## config.mk

```make
export PLATFORM = sky130hd
export DESIGN_NAME = atm_keypad_frontend
export DESIGN_NICKNAME = d
export VERILOG_FILES = /design/src/rtl/atm_keypad_frontend_pkg.sv /design/src/rtl/atm_keypad_frontend_bcd_accumulator.sv /design/src/rtl/atm_keypad_frontend.sv
export SDC_FILE = /design/constraint.sdc
export NUM_CORES = 1
export LEC_CHECK = 0
export BUFFER_PORTS_ARGS = -buffer_cell sky130_fd_sc_hd__buf_2
export CAP_MARGIN = 20
export CORE_UTILIZATION = 58
export DETAILED_ROUTE_END_ITERATION = 12
export PLACE_DENSITY = 0.83
export SLEW_MARGIN = 20
export SYNTH_ARGS = -nofsm -noshare
export SYNTH_HDL_FRONTEND = slang
export SYNTH_SLANG_ARGS = --single-unit
```

## constraint.sdc

```tcl
create_clock -name clk -period 4.8 [get_ports clk]
set_input_delay 0.48 -clock clk [delete_from_list [all_inputs] [get_ports clk]]
set_output_delay 0.48 -clock clk [all_outputs]
set_load 0.05 [all_outputs]
```

## src/rtl/atm_keypad_frontend_pkg.sv

```systemverilog
// ---------------------------------------------------------------------------
// atm_keypad_frontend_pkg
// Shared definitions for the ATM keypad front end: FSM state encodings,
// keypad special-key codes, operation codes and a digit classifier.
// ---------------------------------------------------------------------------
package atm_keypad_frontend_pkg;

    // Front-end FSM states; the encoding is exported on fsm_state for debug.
    typedef enum logic [2:0] {
        ST_IDLE   = 3'd0,
        ST_PIN    = 3'd1,
        ST_OP     = 3'd2,
        ST_AMOUNT = 3'd3,
        ST_ISSUE  = 3'd4,
        ST_WAIT   = 3'd5,
        ST_LOCKED = 3'd6,
        ST_EJECT  = 3'd7
    } state_t;

    // Keypad special keys (0-9 are digits, 0xD-0xF are ignored)
    localparam logic [3:0] KEY_ENTER  = 4'hA;
    localparam logic [3:0] KEY_CLEAR  = 4'hB;
    localparam logic [3:0] KEY_CANCEL = 4'hC;

    // Operation codes presented to the ATM core
    localparam logic [2:0] OP_NONE       = 3'd0;
    localparam logic [2:0] OP_BALANCE    = 3'd1;
    localparam logic [2:0] OP_WITHDRAW   = 3'd2;
    localparam logic [2:0] OP_DEPOSIT    = 3'd3;
    localparam logic [2:0] OP_CHANGE_PIN = 3'd4;

    // Digit keys in the operation menu
    localparam logic [3:0] SEL_BALANCE    = 4'd1;
    localparam logic [3:0] SEL_WITHDRAW   = 4'd2;
    localparam logic [3:0] SEL_DEPOSIT    = 4'd3;
    localparam logic [3:0] SEL_CHANGE_PIN = 4'd4;
    localparam logic [3:0] SEL_EXIT       = 4'd5;

    // Entry limits
    localparam int PIN_DIGITS    = 4;
    localparam int AMOUNT_DIGITS = 8;

    function automatic logic is_digit(input logic [3:0] k);
        return (k <= 4'd9);
    endfunction

endpackage

```

## src/rtl/atm_keypad_frontend_bcd_accumulator.sv

```systemverilog
// ---------------------------------------------------------------------------
// bcd_accumulator
// Collects keypad digits into a value and counts how many were taken.
//   DECIMAL == 0 : BCD shift (value = value<<4 | digit), used for the PIN
//   DECIMAL != 0 : binary decimal (value = value*10 + digit), used for amount
// The digit limit is enforced by the caller using o_full.
// Ports:
//   i_clk, i_rst_n   clock, asynchronous active-low reset
//   i_clear          zero value and count (wins over i_digit_vld)
//   i_digit_vld      accept i_digit this cycle
//   i_digit          digit 0-9
//   o_value          accumulated value
//   o_full           count has reached MAX_DIGITS
// ---------------------------------------------------------------------------
module bcd_accumulator #(
    parameter int WIDTH      = 16,
    parameter int MAX_DIGITS = 4,
    parameter int DECIMAL    = 0
) (
    input  logic             i_clk,
    input  logic             i_rst_n,
    input  logic             i_clear,
    input  logic             i_digit_vld,
    input  logic [3:0]       i_digit,
    output logic [WIDTH-1:0] o_value,
    output logic             o_full
);

    localparam int CW = $clog2(MAX_DIGITS + 1);

    logic [WIDTH-1:0] r_value;
    logic [CW-1:0]    r_count;
    logic [WIDTH-1:0] w_next;

    generate
        if (DECIMAL != 0) begin : g_dec
            // x*10 as x*8 + x*2
            assign w_next = (r_value << 3) + (r_value << 1) + WIDTH'(i_digit);
        end else begin : g_bcd
            assign w_next = {r_value[WIDTH-5:0], i_digit};
        end
    endgenerate

    always_ff @(posedge i_clk or negedge i_rst_n) begin
        if (!i_rst_n) begin
            r_value <= '0;
            r_count <= '0;
        end else if (i_clear) begin
            r_value <= '0;
            r_count <= '0;
        end else if (i_digit_vld) begin
            r_value <= w_next;
            r_count <= r_count + 1'b1;
        end
    end

    assign o_value = r_value;
    assign o_full  = (r_count == CW'(MAX_DIGITS));

endmodule

```

## src/rtl/atm_keypad_frontend.sv

```systemverilog
// ---------------------------------------------------------------------------
// atm_keypad_frontend
// Turns a card-insert event and a serial keypad stream into the parallel
// request consumed by the ATM core, with PIN-failure lockout and an
// inactivity timeout that ejects the card.
// Ports:
//   clk, rst            clock, asynchronous active-low reset
//   card_in, card_acc   card present level, account number from the card
//   key_valid, key_code keypad strobe and code
//   auth_fail, txn_done one-cycle feedback pulses from the core
//   acc_num, pin, operation, amount   request fields
//   req_valid           one-cycle request strobe
//   eject               one-cycle card release pulse
//   locked              high while locked out
//   fsm_state           current state for debug
// ---------------------------------------------------------------------------
module atm_keypad_frontend
    import atm_keypad_frontend_pkg::*;
#(
    parameter int MAX_ATTEMPTS = 3,
    parameter int TIMEOUT_CYC  = 1000
) (
    input  logic        clk,
    input  logic        rst,
    input  logic        card_in,
    input  logic [3:0]  card_acc,
    input  logic        key_valid,
    input  logic [3:0]  key_code,
    input  logic        auth_fail,
    input  logic        txn_done,
    output logic [3:0]  acc_num,
    output logic [15:0] pin,
    output logic [2:0]  operation,
    output logic [31:0] amount,
    output logic        req_valid,
    output logic        eject,
    output logic        locked,
    output logic [2:0]  fsm_state
);

    localparam int FW = $clog2(MAX_ATTEMPTS + 1);
    localparam int TW = $clog2(TIMEOUT_CYC + 1);
    localparam logic [TW-1:0] TMO_LAST = TW'(TIMEOUT_CYC - 1);

    state_t          r_state;
    logic            r_card_d;
    logic [3:0]      r_acc;
    logic [2:0]      r_op;
    logic            r_req;
    logic            r_eject;
    logic            r_locked;
    logic [FW-1:0]   r_fail_cnt;
    logic [TW-1:0]   r_tmo;

    state_t          w_state_nx;
    logic            w_rise;
    logic            w_fall;
    logic            w_card_load;
    logic            w_pin_clr;
    logic            w_pin_dig;
    logic            w_pin_full;
    logic [15:0]     w_pin_val;
    logic            w_amt_clr;
    logic            w_amt_dig;
    logic            w_amt_full;
    logic [31:0]     w_amt_val;
    logic            w_op_ld;
    logic            w_op_clr;
    logic [2:0]      w_op_nx;
    logic            w_fail_clr;
    logic            w_fail_inc;
    logic [FW-1:0]   w_fail_nx;
    logic            w_tmo_state;
    logic            w_tmo_hit;

    assign w_rise      = card_in & ~r_card_d;
    assign w_fall      = ~card_in & r_card_d;
    assign w_fail_nx   = r_fail_cnt + 1'b1;
    assign w_tmo_state = (r_state == ST_PIN) || (r_state == ST_OP) ||
                         (r_state == ST_AMOUNT) || (r_state == ST_WAIT);
    assign w_tmo_hit   = (r_tmo == TMO_LAST);

    bcd_accumulator #(
        .WIDTH      (16),
        .MAX_DIGITS (PIN_DIGITS),
        .DECIMAL    (0)
    ) u_pin_acc (
        .i_clk       (clk),
        .i_rst_n     (rst),
        .i_clear     (w_pin_clr),
        .i_digit_vld (w_pin_dig),
        .i_digit     (key_code),
        .o_value     (w_pin_val),
        .o_full      (w_pin_full)
    );

    bcd_accumulator #(
        .WIDTH      (32),
        .MAX_DIGITS (AMOUNT_DIGITS),
        .DECIMAL    (1)
    ) u_amt_acc (
        .i_clk       (clk),
        .i_rst_n     (rst),
        .i_clear     (w_amt_clr),
        .i_digit_vld (w_amt_dig),
        .i_digit     (key_code),
        .o_value     (w_amt_val),
        .o_full      (w_amt_full)
    );

    // Next state and datapath controls
    always_comb begin
        w_state_nx  = r_state;
        w_card_load = 1'b0;
        w_pin_clr   = 1'b0;
        w_pin_dig   = 1'b0;
        w_amt_clr   = 1'b0;
        w_amt_dig   = 1'b0;
        w_op_ld     = 1'b0;
        w_op_clr    = 1'b0;
        w_op_nx     = r_op;
        w_fail_clr  = 1'b0;
        w_fail_inc  = 1'b0;

        case (r_state)
            ST_IDLE: begin
                if (w_rise) begin
                    w_card_load = 1'b1;
                    w_pin_clr   = 1'b1;
                    w_fail_clr  = 1'b1;
                    w_state_nx  = ST_PIN;
                end
            end
            ST_PIN: begin
                if (key_valid) begin
                    if (is_digit(key_code)) begin
                        w_pin_dig = ~w_pin_full;
                    end else if (key_code == KEY_CLEAR) begin
                        w_pin_clr = 1'b1;
                    end else if (key_code == KEY_ENTER) begin
                        if (w_pin_full) w_state_nx = ST_OP;
                    end else if (key_code == KEY_CANCEL) begin
                        w_state_nx = ST_EJECT;
                    end
                end else if (w_tmo_hit) begin
                    w_state_nx = ST_EJECT;
                end
            end
            ST_OP: begin
                if (key_valid) begin
                    case (key_code)
                        SEL_BALANCE: begin
                            w_op_ld    = 1'b1;
                            w_op_nx    = OP_BALANCE;
                            w_amt_clr  = 1'b1;
                            w_state_nx = ST_ISSUE;
                        end
                        SEL_WITHDRAW: begin
                            w_op_ld    = 1'b1;
                            w_op_nx    = OP_WITHDRAW;
                            w_amt_clr  = 1'b1;
                            w_state_nx = ST_AMOUNT;
                        end
                        SEL_DEPOSIT: begin
                            w_op_ld    = 1'b1;
                            w_op_nx    = OP_DEPOSIT;
                            w_amt_clr  = 1'b1;
                            w_state_nx = ST_AMOUNT;
                        end
                        SEL_CHANGE_PIN: begin
                            w_op_ld    = 1'b1;
                            w_op_nx    = OP_CHANGE_PIN;
                            w_amt_clr  = 1'b1;
                            w_state_nx = ST_ISSUE;
                        end
                        SEL_EXIT:   w_state_nx = ST_EJECT;
                        KEY_CANCEL: w_state_nx = ST_EJECT;
                        default:    ;
                    endcase
                end else if (w_tmo_hit) begin
                    w_state_nx = ST_EJECT;
                end
            end
            ST_AMOUNT: begin
                if (key_valid) begin
                    if (is_digit(key_code)) begin
                        w_amt_dig = ~w_amt_full;
                    end else if (key_code == KEY_CLEAR) begin
                        w_amt_clr = 1'b1;
                    end else if (key_code == KEY_ENTER) begin
                        if (w_amt_val != '0) w_state_nx = ST_ISSUE;
                    end else if (key_code == KEY_CANCEL) begin
                        w_state_nx = ST_EJECT;
                    end
                end else if (w_tmo_hit) begin
                    w_state_nx = ST_EJECT;
                end
            end
            ST_ISSUE: begin
                w_state_nx = ST_WAIT;
            end
            ST_WAIT: begin
                // A rejected PIN outranks a simultaneous completion
                if (auth_fail) begin
                    w_fail_inc = 1'b1;
                    if (w_fail_nx >= FW'(MAX_ATTEMPTS)) begin
                        w_state_nx = ST_LOCKED;
                    end else begin
                        w_pin_clr  = 1'b1;
                        w_state_nx = ST_PIN;
                    end
                end else if (txn_done) begin
                    w_state_nx = ST_OP;
                end else if (w_tmo_hit) begin
                    w_state_nx = ST_EJECT;
                end
            end
            ST_LOCKED: begin
                if (!card_in) w_state_nx = ST_IDLE;
            end
            ST_EJECT: begin
                if (!card_in) w_state_nx = ST_IDLE;
            end
            default: w_state_nx = ST_IDLE;
        endcase

        // Card pulled out: drop everything typed so far, keep the account
        if (w_fall && (r_state != ST_IDLE)) begin
            w_state_nx = ST_IDLE;
            w_pin_dig  = 1'b0;
            w_amt_dig  = 1'b0;
            w_op_ld    = 1'b0;
            w_fail_inc = 1'b0;
            w_pin_clr  = 1'b1;
            w_amt_clr  = 1'b1;
            w_op_clr   = 1'b1;
        end
    end

    always_ff @(posedge clk or negedge rst) begin
        if (!rst) begin
            r_state    <= ST_IDLE;
            r_card_d   <= 1'b0;
            r_acc      <= '0;
            r_op       <= OP_NONE;
            r_req      <= 1'b0;
            r_eject    <= 1'b0;
            r_locked   <= 1'b0;
            r_fail_cnt <= '0;
            r_tmo      <= '0;
        end else begin
            r_state  <= w_state_nx;
            r_card_d <= card_in;
            // Strobes are registered decodes of the state being entered
            r_req    <= (w_state_nx == ST_ISSUE);
            r_locked <= (w_state_nx == ST_LOCKED);
            r_eject  <= (w_state_nx == ST_EJECT) && (r_state != ST_EJECT);

            if (w_card_load) r_acc <= card_acc;

            if (w_op_clr)     r_op <= OP_NONE;
            else if (w_op_ld) r_op <= w_op_nx;

            if (w_fail_clr)      r_fail_cnt <= '0;
            else if (w_fail_inc) r_fail_cnt <= w_fail_nx;

            // Idle counter restarts on any keypress or state change
            if (key_valid || (w_state_nx != r_state) || !w_tmo_state)
                r_tmo <= '0;
            else
                r_tmo <= r_tmo + 1'b1;
        end
    end

    assign acc_num   = r_acc;
    assign pin       = w_pin_val;
    assign operation = r_op;
    assign amount    = w_amt_val;
    assign req_valid = r_req;
    assign eject     = r_eject;
    assign locked    = r_locked;
    assign fsm_state = r_state;

endmodule

```

# ---- After elaboration in Yosys (flattened, before gate mapping)
# Cells that the tools add are included.
dict set report word_totals {
  reg_bits 81
  word_cells 138
  in_bits 14
  out_inout_bits 61
}
dict set report classes {
  mux 64
  addsub 6
  n_reduce_logical 24
  n_eq_ne 23
  n_bitwise 6
  magnitude_cmp 2
}
# operator n
set ops {}
lappend ops {{$mux 3} 25}
lappend ops {{$mux 32} 2}
lappend ops {{$add 32x32->32} 1}
lappend ops {{$add 32x4->32} 1}
lappend ops {{$mux 16} 2}
lappend ops {{$reduce_bool 32->1} 1}
lappend ops {{$mux 1} 25}
lappend ops {{$eq 3x3->1 const B} 8}
lappend ops {{$pmux 3 s7} 1}
lappend ops {{$eq 4x4->1 const B} 4}
lappend ops {{$pmux 3 s4} 1}
lappend ops {{$reduce_bool 2->1} 6}
lappend ops {{$add 10x1->10 const B} 1}
lappend ops {{$eq 10x10->1 const B} 1}
lappend ops {{$mux 10} 1}
lappend ops {{$pmux 3 s3} 1}
lappend ops {{$eq 4x2->1 const B} 2}
lappend ops {{$eq 4x3->1 const B} 2}
lappend ops {{$mux 4} 2}
lappend ops {{$reduce_or 2->1} 4}
lappend ops {{$eq 3x2->1 const B} 2}
lappend ops {{$logic_or 1x1->1} 5}
lappend ops {{$reduce_bool 5->1} 1}
lappend ops {{$add 4x1->4 const B} 1}
lappend ops {{other kinds (19)} 25}

# ---- Logic depth before layout (Yosys ltp)
dict set report logic_depth {
  word_depth 12
  mapped_depth 12
  depth_no_buf 12
}

# ---- Modules after synthesis
# Synthesis repeated with hierarchy kept, for this count alone.
dict set report hier_totals {
  cells_unflattened 701
  hier_area_um2 6292.3
}
# module instances cells_per_inst seq_area_each_um2 area_per_inst_um2
set modules_own_cells {}
lappend modules_own_cells {{bcd_accumulator (u_amt_acc)} 1 401 900.9 3590.9}
lappend modules_own_cells {atm_keypad_frontend 1 233 650.6 1881.8}
lappend modules_own_cells {{bcd_accumulator (u_pin_acc)} 1 67 475.5 819.5}

# ---- Least setup slack after synthesis
# Ideal clock, no wire load.
dict set report synth_timing {
  path_type {register to register}
  from {reg u_amt_acc.r_value[0] (netlist: u_amt_acc.o_value[0])}
  to {reg u_amt_acc.r_value[26] (netlist: u_amt_acc.o_value[26])}
  setup_slack_ns 1.493
  t_arrival_ns 3.185
  n_path_buf 0
  period_less_slack_ns 3.307
  path_stages_with_launch 12
  setup_ns 0.122
  cell_sequence {dfrtp_1 > fa_1 > inv_1 > fa_1 > nor2b_1 > o31ai_2 > a21oi_2 > or4_4 > nand4_2 > a31oi_1 > or3_1 > a32o_1}
}
dict set report synth_between {
  elab_chain_cells 4
}
# element line
set synth_rtl {}
lappend synth_rtl {{start, declared} atm_keypad_frontend_bcd_accumulator.sv:31} ;# logic [WIDTH-1:0] r_value;
lappend synth_rtl {{start signal, assigned} atm_keypad_frontend_bcd_accumulator.sv:52} ;# r_value <= w_next;
lappend synth_rtl {{$add 32x32->32} atm_keypad_frontend_bcd_accumulator.sv:38} ;# assign w_next = (r_value << 3) + (r_value << 1) + WIDTH'(i_digit);
lappend synth_rtl {{$add 32x4->32} atm_keypad_frontend_bcd_accumulator.sv:38}
lappend synth_rtl {{$mux 32} atm_keypad_frontend_bcd_accumulator.sv:51} ;# end else if (i_digit_vld) begin
lappend synth_rtl {{$mux 32} atm_keypad_frontend_bcd_accumulator.sv:48} ;# end else if (i_clear) begin
# No other way between the ends. The select of a mux whose other input is x is not followed.
# A chain may end at the register's enable or synchronous reset.

# ---- Worst setup path after layout
dict set report layout_timing {
  from {reg u_amt_acc.r_value[0] (netlist: u_amt_acc.o_value[0])}
  to {reg u_amt_acc.r_value[24] (netlist: u_amt_acc.o_value[24])}
}
# Same word-level chain as after synthesis.

==> run_results.csv <==
group,metric,value,unit
run_status,status,"finished, final reports clean",
timing,fin_worst_skew,12.1,ps
yosys,async_flop_share,100,%
yosys,synth_edf_count,0,
finish,fill_cells,832,
grt,grt_pass1_wl,23.8,mm
finish,multi_input_area,0.00366,mm²
finish,antenna_cells,0,
timing,finalMaxSlewViolations,0,
worst_setup_path,worstSetupStartpointType,"register",
grt,grt_pass1_vias,4980,
clock_tree,clock_insertion_delay_worst_skew,360,ps
timing,post-route-period-util,69.6,%
power,cellPowerDensity,306,mW/mm²
floorplan,initial_core_util,59.6,%
worst_hold_path,hold_path.class,"primary input to asynchronous set/reset pin",
timing,period_minus_slack,3340,ps
drt,postRouteAntennaNets,0,
worst_setup_path,worst-path-max-fanout,5,
clock_tree,clock-sinks,81,
yosys,synth_commonest_cells,"100 x nand2_1, 81 x dfrtp_1, 71 x a21oi_1",
yosys,yosys.area.top_type,"dfrtp_1",
finish,regArea,0.00203,mm²
drt,finalWirelength,14.5,mm
yosys,synth-simple-area-share,20.2,%
yosys,synth_adder_area_share,14.6,%
place,gp_congestion,0.901,
timing,worstMarginPinSlew,796,ps
worst_setup_path,crit_path_top_delay_cell,"or4_4",
drt,drt-vias-per-instance,6.15,
clock_tree,postCtsSetupRepairBufs,0,
floorplan,rows,36,
drt,drt_first_pass_iters,6,
floorplan,ios,75,
timing,setup_tns,0,ps
place,dp_hpwl,10.4,mm
timing,hold_ws,138,ps
grt,antenna_found_initial,0,
yosys,syn_area_per_cell,8.78,µm²
drt,drt_iter0_drc,317,
clock_tree,cts_root_buf,"clkbuf_8",
finish,nets,812,
yosys,synth_top_family_by_area,"compound AO/OA/AOI/OAI gates",
timing,rsz0062_at_grt,"no",
yosys,synth_compound_area_share,21.5,%
yosys,ys_ff_latch,81,
worst_setup_path,critPathArrivalTime,3570,ps
grt,grt_max_degree,82,
finish,drive_gt1_share,15.6,%
yosys,syn_nets,743,
yosys,syn_inst,663,
yosys,synth_top_area_share,34.8,%
power,vdd_drop_max,242,µV
yosys,synth_flop_cell,"dfrtp_1",
floorplan,dieHeight,102,µm
yosys,syn_area,0.00582,mm²
floorplan,die_width,102,µm
timing,finalSetupViolCount,0,
worst_setup_path,crit_path_end_kind,"register",
run,maxCapViolCount,0,
yosys,ys_seq_area_share,34.8,%
power,p_leak,3.32,nW
timing,slew_headroom,46.7,%
yosys,synth_area_leaders,"dfrtp_1 35%, ha_1 14%, nand2_1 6.4%",
clock_tree,numCtsBuffers,9,
clock_tree,hold_buffers,0,
yosys,synth-xor-area-share,5.41,%
clock_tree,cts_tree,"yes",
place,dpl.cell_count,854,
finish,final_cells,870,
worst_setup_path,crit_required,5030,ps
floorplan,die_area,0.0104,mm²
timing,hold_violations,0,
finish,utilization,66.9,%
yosys,synthMostInstantiatedCell,"nand2_1",
drt,drc,0,
drt,routedWlPerCell,16.7,µm
grt,grt_use_total,28.9,%
clock_tree,clockBufferDepth,2,
floorplan,core_area,0.00977,mm²
yosys,synthMuxAreaShare,1.14,%
grt,grt.overflow.total,0,
clock_tree,cts.clk_slew.worst_paths,80,ps
drt,vias,5353,
yosys,yosysWarnings,0,
finish,syn_to_final_growth,12.3,%
clock_tree,cts_resized,0,
worst_setup_path,cp_slowest_stage_delay,520,ps
timing,fmax,0.299,GHz
yosys,synth_cell_type_count,71,
place,port_buffers,74,
clock_tree,h-tree-depth,3,
worst_setup_path,crit_chain,"fa_1 > ha_1 > nor2b_1 > o31ai_2 > a21oi_2 > or4_4 > nand4_2 > nand3_1 > o311ai_0 > o211ai_1",
worst_setup_path,critical_path_class,"register to register",
-- metal layers --
layer  vias to the layer above  wire length (µm)  GRT usage [%]
li1                       2564                 -              -
met1                      2582              6660           40.8
met3                        25               849           4.51
met2                       182              6710           45.1
met4                         0               277           10.3
met5                         -                 0              0
-- cell type report --
type,count,area share [%]
inverter,16,0.918
multi-input combinational,545,56.0
timing repair buffer,79,6.30
clock inverter,4,0.765
sequential,81,31.0
tap,133,2.54
clock buffer,12,2.53
-- critical path: cells and delay by family (launching register included) --
family                     cells  cell delay (ps)
DFF                            1              460
and+or+nand+nor                4             1030
AOI/OAI and AO/OA              4              990
adders and majority gates      2              740
-- report_power, final --
part	internal (mW)	switching (mW)	leakage, nW	total (mW)
combinational	0.176	0.460	2.11	0.636
sequential	0.747	0.0761	1.11	0.823
clock	0.282	0.259	0.105	0.541
total	1.21	0.795	3.32	2.00
-- per-stage QoR --
step / power, mW / setup slack, ps / cell area (µm²)
floorplan: 1.29 / 1490 / 5820
global placement: 1.45 / 1350 / 6310
detailed placement: 1.47 / 1160 / 6320
CTS: 2.01 / 1490 / 6530
global route: 2.11 / 1290 / 6540
finish: 2.00 / 1460 / 6540
-- cell families (layout without fill, tap and decap cells) --
logic type	Yosys count	in the layout
and+or+nand+nor	247	247
AOI/OAI and AO/OA	189	189
xor gates and xnor gates	36	36
adders and majority gates	67	67
buffers and inverters	37	111
muxes	6	6
DFF	81	81
-- flip-flops by register name, summed over array words and instances, names as in the netlist, 2 cells and up --
| signal | cells |
|---|---|
| operation | 3 |
| acc_num | 4 |
| fsm_state | 3 |
| r_fail_cnt | 2 |
| r_tmo | 10 |
| u_pin_acc.r_count | 3 |
| u_amt_acc.r_count | 4 |
| u_pin_acc.o_value | 16 |
| u_amt_acc.o_value | 32 |
-- cell usage in the layout, fill, tap and decap left out, types with 4 or more instances in the layout --
| master | n |
|---|---|
| nand4_1 | 8 |
| nand2b_1 | 7 |
| buf_2 | 74 |
| nor3_1 | 11 |
| a211oi_1 | 6 |
| a22o_1 | 5 |
| ha_1 | 64 |
| nor3b_1 | 4 |
| o211ai_1 | 12 |
| nand2_1 | 100 |
| nand3_1 | 20 |
| a31oi_1 | 6 |
| a21o_1 | 11 |
| nor4_1 | 8 |
| and2_1 | 4 |
| buf_4 | 4 |
| nor2_1 | 49 |
| dfrtp_1 | 81 |
| o21a_1 | 8 |
| a21oi_1 | 71 |
| nor2b_1 | 13 |
| xnor2_1 | 23 |
| and3_1 | 8 |
| clkbuf_8 | 12 |
| o21bai_1 | 4 |
| o21ai_0 | 24 |
| xor2_1 | 13 |
| mux2_2 | 5 |
| inv_1 | 16 |
-- worst paths after layout --
kind / startpoint / slack (ps) / cells after the start / end
setup / recovery: u_amt_acc.o_value[0] / 1460 / 10 / u_amt_acc.o_value[24]
hold / removal: rst / 140 / 1 / u_amt_acc.o_value[30]
setup reg to reg: u_amt_acc.o_value[0] / 1460 / 10 / u_amt_acc.o_value[24]
hold reg to reg: r_tmo[0] / 470 / 1 / r_tmo[0]
max in group asynchronous: rst / 4140 / 1 / r_card_d
min in group clk: card_in / 310 / 1 / r_card_d
(Power assumes the default switching activity.)
